<file path="config.mk">
export PLATFORM = sky130hd
export DESIGN_NAME = seq_divider
export DESIGN_NICKNAME = d
export VERILOG_FILES = /design/src/rtl/seq_divider.sv
export SDC_FILE = /design/constraint.sdc
export NUM_CORES = 1
export LEC_CHECK = 0
export ABC_CLOCK_PERIOD_IN_PS = 6900
export BUFFER_PORTS_ARGS = -buffer_cell sky130_fd_sc_hd__buf_4
export CORE_ASPECT_RATIO = 1.2
export CORE_MARGIN = 5
export CORE_UTILIZATION = 40
export CTS_CLUSTER_DIAMETER = 80
export DETAILED_ROUTE_END_ITERATION = 16
export PLACE_DENSITY = 0.63
export SYNTH_ARGS = -nofsm -noshare
export SYNTH_HDL_FRONTEND = slang
export SYNTH_SLANG_ARGS = --single-unit
</file>
<file path="constraint.sdc">
create_clock -name clk -period 6.9 [get_ports clk]
set_clock_uncertainty 0.15 [all_clocks]
set_input_delay 1.035 -clock clk [delete_from_list [all_inputs] [get_ports clk]]
set_output_delay 1.035 -clock clk [all_outputs]
set_load 0.005 [all_outputs]
</file>
<file path="src/rtl/seq_divider.sv">
// seq_divider: multicycle signed restoring divider; optional divide-by-zero trap via SEQ_DIVIDER_DIV0_TRAP_EN
module seq_divider #(
  parameter int WIDTH = 32
) (
  input  logic             clk,
  input  logic             reset,
  input  logic [WIDTH-1:0] a,
  input  logic [WIDTH-1:0] b,
  input  logic             start,
  output logic [WIDTH-1:0] quotient,
  output logic [WIDTH-1:0] remainder,
  output logic             done,
  output logic             busy,
  output logic             div_by_zero
);
  localparam int CW = $clog2(WIDTH + 1);
  typedef enum logic [1:0] {IDLE, CALC, FIX, DONE} state_t;
  state_t          state, state_nx;
  logic [WIDTH-1:0] dvd, dvs;
  logic [WIDTH:0]   rem, shifted, trial;
  logic [CW-1:0]    count;
  logic             sign_q, sign_r, ge;
  assign busy    = state != IDLE;
  assign shifted = {rem[WIDTH-1:0], dvd[WIDTH-1]};
  assign trial   = shifted - {1'b0, dvs};
  assign ge      = shifted >= {1'b0, dvs};
  // state register
  always_ff @(posedge clk or negedge reset)
    if (!reset) state <= IDLE;
    else state <= state_nx;
  // next state; a zero divisor short-circuits to DONE when the trap is built in
  always_comb begin
    state_nx = state;
    case (state)
      IDLE: state_nx = start ? CALC : IDLE;
`ifdef SEQ_DIVIDER_DIV0_TRAP_EN
      CALC: state_nx = dvs == '0 ? DONE : count == CW'(1) ? FIX : CALC;
`else
      CALC: state_nx = count == CW'(1) ? FIX : CALC;
`endif
      FIX:  state_nx = DONE;
      DONE: state_nx = IDLE;
      default: state_nx = IDLE;
    endcase
  end
`ifdef SEQ_DIVIDER_DIV0_TRAP_EN
  // divide-by-zero flag: cleared on accept, raised when CALC sees a zero divisor
  always_ff @(posedge clk or negedge reset)
    if (!reset) div_by_zero <= 1'b0;
    else if (state == IDLE && start) div_by_zero <= 1'b0;
    else if (state == CALC && dvs == '0) div_by_zero <= 1'b1;
`else
  assign div_by_zero = 1'b0;
`endif
  // datapath: latch magnitudes on accept, one restoring step per CALC cycle, sign fix-up in FIX
  always_ff @(posedge clk or negedge reset)
    if (!reset) begin
      dvd       <= '0;
      dvs       <= '0;
      rem       <= '0;
      count     <= '0;
      sign_q    <= 1'b0;
      sign_r    <= 1'b0;
      quotient  <= '0;
      remainder <= '0;
      done      <= 1'b0;
    end else
      case (state)
        IDLE: if (start) begin
          dvd    <= a[WIDTH-1] ? -a : a;
          dvs    <= b[WIDTH-1] ? -b : b;
          sign_q <= a[WIDTH-1] ^ b[WIDTH-1];
          sign_r <= a[WIDTH-1];
          rem    <= '0;
          count  <= CW'(WIDTH);
        end
        CALC: begin
          rem   <= ge ? trial : shifted;
          dvd   <= {dvd[WIDTH-2:0], ge};
          count <= count - CW'(1);
`ifdef SEQ_DIVIDER_DIV0_TRAP_EN
          if (dvs == '0) done <= 1'b1;
`endif
        end
        FIX: begin
          quotient  <= sign_q ? -dvd : dvd;
          remainder <= sign_r ? -rem[WIDTH-1:0] : rem[WIDTH-1:0];
          done      <= 1'b1;
        end
        DONE: done <= 1'b0;
        default: done <= 1'b0;
      endcase
endmodule

</file>
==> impl_metrics.json <==
{
  "status": "complete, no violations",
  "synth_area_leaders": "dfrtp_1 39%, xor2_1 9.1%, o21ai_0 6.3%",
  "post-cts-setup-buffer-count": 0,
  "post-route-period-util_pct": 54.53,
  "hold_path_class": "reg -> reg",
  "cts.repair.resized": 0,
  "seq_area_frac_synth_pct": 38.74,
  "synth_xor_area_share_pct": 11.42,
  "finalNetCount": 1474,
  "io_buffers": 132,
  "rows": 66,
  "place_inst": 1689,
  "gp_congestion": 0.9017,
  "ys_types": 66,
  "p_leak_uw": 0.005820,
  "synth_compound_area_share_pct": 22.93,
  "setup_viol": 0,
  "hpwlAfterDp_um": 20590,
  "layout_setup_ws_ps": 3137,
  "synth-edff-count": 0,
  "die-height_um": 192.0,
  "area_delta_synth_final_pct": 16.49,
  "io_pins": 134,
  "grt_max_degree": 109,
  "wl_um": 27600,
  "cts_made_buffers": 17,
  "drv_slew": 0,
  "htree_levels": 4,
  "drive_above_1_share_pct": 14.19,
  "cap_violations": 0,
  "holdPathStages": 2,
  "worst-slew-pin-transition_ps": 1003,
  "grt_pass1_vias": 9052,
  "min_from": "dvs[8]",
  "diodes": 0,
  "grt_overflow_total": 0,
  "worst_hold_slack_ps": 329.4,
  "instances_no_fill": 1721,
  "die_width_um": 161.7,
  "rsz0062_at_grt": "false",
  "synth_ff_type": "dfrtp_1",
  "die-area_um2": 31050,
  "initial_utilization_pct": 40.66,
  "drc": 0,
  "avgSynthCellArea_um2": 8.643,
  "dr.pass1.iters": 5,
  "ir_drop_uv": 213.0,
  "multiInputGateArea_um2": 6299,
  "cp.required_ps": 7070,
  "synth_top_family_by_area": "compound AO/OA/AOI/OAI gates",
  "synth_simple_gate_area_share_pct": 15.88,
  "power_frac_comb_pct": 56.5,
  "synth_top_area_cell": "dfrtp_1",
  "worstSetupStartpointType": "flop",
  "drt-initial-drc-count": 663,
  "synth.cell_area_um2": 11050,
  "synth_top_area_share_pct": 38.74,
  "p_sw_uw": 3085,
  "synthTopCellsByCount": "171 x dfrtp_1, 171 x nand2_1, 138 x o21ai_0",
  "total_power_uw": 6770,
  "tns_ps": 0,
  "cp_data_arrival_time_ps": 3930,
  "synth_seq_cells": 171,
  "fp.coreArea_um2": 27170,
  "critical_path_class": "reg -> reg",
  "hold_violations": 0,
  "synth-adder-area-share_pct": 4.486,
  "synth-warning-count": 0,
  "pre_cts_ws_ps": 3042,
  "power_density_nw_per_um2": 526.1,
  "power_frac_seq_pct": 28.8,
  "seq_area_um2": 4279,
  "period_minus_slack_ps": 3763,
  "clkTransAtPathRegs_ps": 70,
  "grt_first_pass_wirelength_um": 45650,
  "clkPwrFrac_pct": 14.7,
  "ctsHoldBuffers": 0,
  "swShare_pct": 45.57,
  "fill_cells": 2680,
  "wire_per_inst_um": 16.04,
  "crit_path_start": "rem[17]",
  "clock-root-buffer": "clkbuf_16",
  "synthCells": 1278,
  "endpoint_kind": "flop",
  "fmax_mhz": 265.8,
  "syn_nets": 1384,
  "muxShareOfSynthArea_pct": 1.994,
  "clkSinkCount": 171,
  "clock_latency_ps": 430,
  "worst_r2r_path_depth": 9,
  "viasPerCell": 5.399,
  "synthArstFlopShare_pct": 100.0,
  "clockBufferDepth": 2,
  "dr_total_vias": 9292,
  "gr-usage-all-layers_pct": 17.83,
  "antenna_found_initial": 0,
  "reg2reg_from": "rem[17]",
  "ant_nets": 0,
  "cp_max_fo": 16,
  "p_int_uw": 3685,
  "cts_tree": "done",
  "timing.slew.headroom_pct": 33.17
}
## registers in the layout, indices dropped and copies added (netlist names), named ones only
name / count
done: 1
rem: 32
sign_q: 1
remainder: 32
quotient: 32
count: 6
dvd: 32
sign_r: 1
state: 1
dvs: 32
## layer usage
metal	global-route usage (%)	share of wire (%)
met1	23.95	46
met5	0	0
met3	2.275	4.0
met2	30.30	48
met4	5.207	1.8
## path summary, 6_finish.rpt
kind	to	slack [ps]
hold reg to reg	dvs[8]	330
hold / removal	dvs[8]	330
max in group asynchronous	rem[12]	4610
setup / recovery	rem[0]	3140
min in group asynchronous	quotient[6]	580
setup reg to reg	rem[0]	3140
## cell usage in the layout, fill, tap and decap left out, types with 19 or more instances in the layout
cell / instances
nor2_1: 39
xnor2_1: 29
o31ai_1: 35
nand3_1: 29
nand2_1: 170
o41ai_1: 20
xor2_1: 115
ha_1: 38
a21oi_1: 57
inv_1: 52
buf_4: 140
dfrtp_1: 171
o21ai_0: 138
o21ai_1: 72
a22oi_1: 25
a21o_1: 21
mux2i_1: 22
or4_1: 19
## stage by stage
step	util [%]	cell area [µm²]
2_1_floorplan	-	11050
3_3_place_gp	45.13	12260
3_5_place_dp	45.13	12260
4_1_cts	47.36	12870
5_1_grt	47.36	12870
6_report	47.36	12870
## cell type report
cell class	count	share of cell area [%]
inverter	52	1.517
sequential	171	33.26
tap	340	3.306
clock inverter	15	1.410
clock buffer	17	3.306
timing repair buffer	141	8.256
multi-input combinational	985	48.95
## critical path, stage by stage (launching register included)
cell and delay (ps):
dfrtp_1 430, ha_1 380, a21o_1 240, a21o_1 200, a221oi_1 450, a21oi_1 130
a2111oi_0 670, a21o_1 620, mux2i_1 170, a21o_1 210
## power by group through the flow
stage | Combinational, µW | Sequential (µW) | Clock [µW]
finish | 3820 | 1950 | 992
global route | 4310 | 2030 | 1050
CTS | 3840 | 1950 | 1010
detailed placement | 3820 | 1970 | 0
global placement | 3770 | 1950 | 0
floorplan | 2960 | 1800 | 0
## kinds of logic after synthesis
| family | count (synthesis) |
|---|---|
| fa+ha+maj | 39 |
| compound gates | 419 |
| buf+inv | 122 |
| flops | 171 |
| other cells | 1 |
| mux | 22 |
| xor+xnor | 144 |
| simple gates | 360 |
No activity file was read; power rests on OpenSTA's default activity.
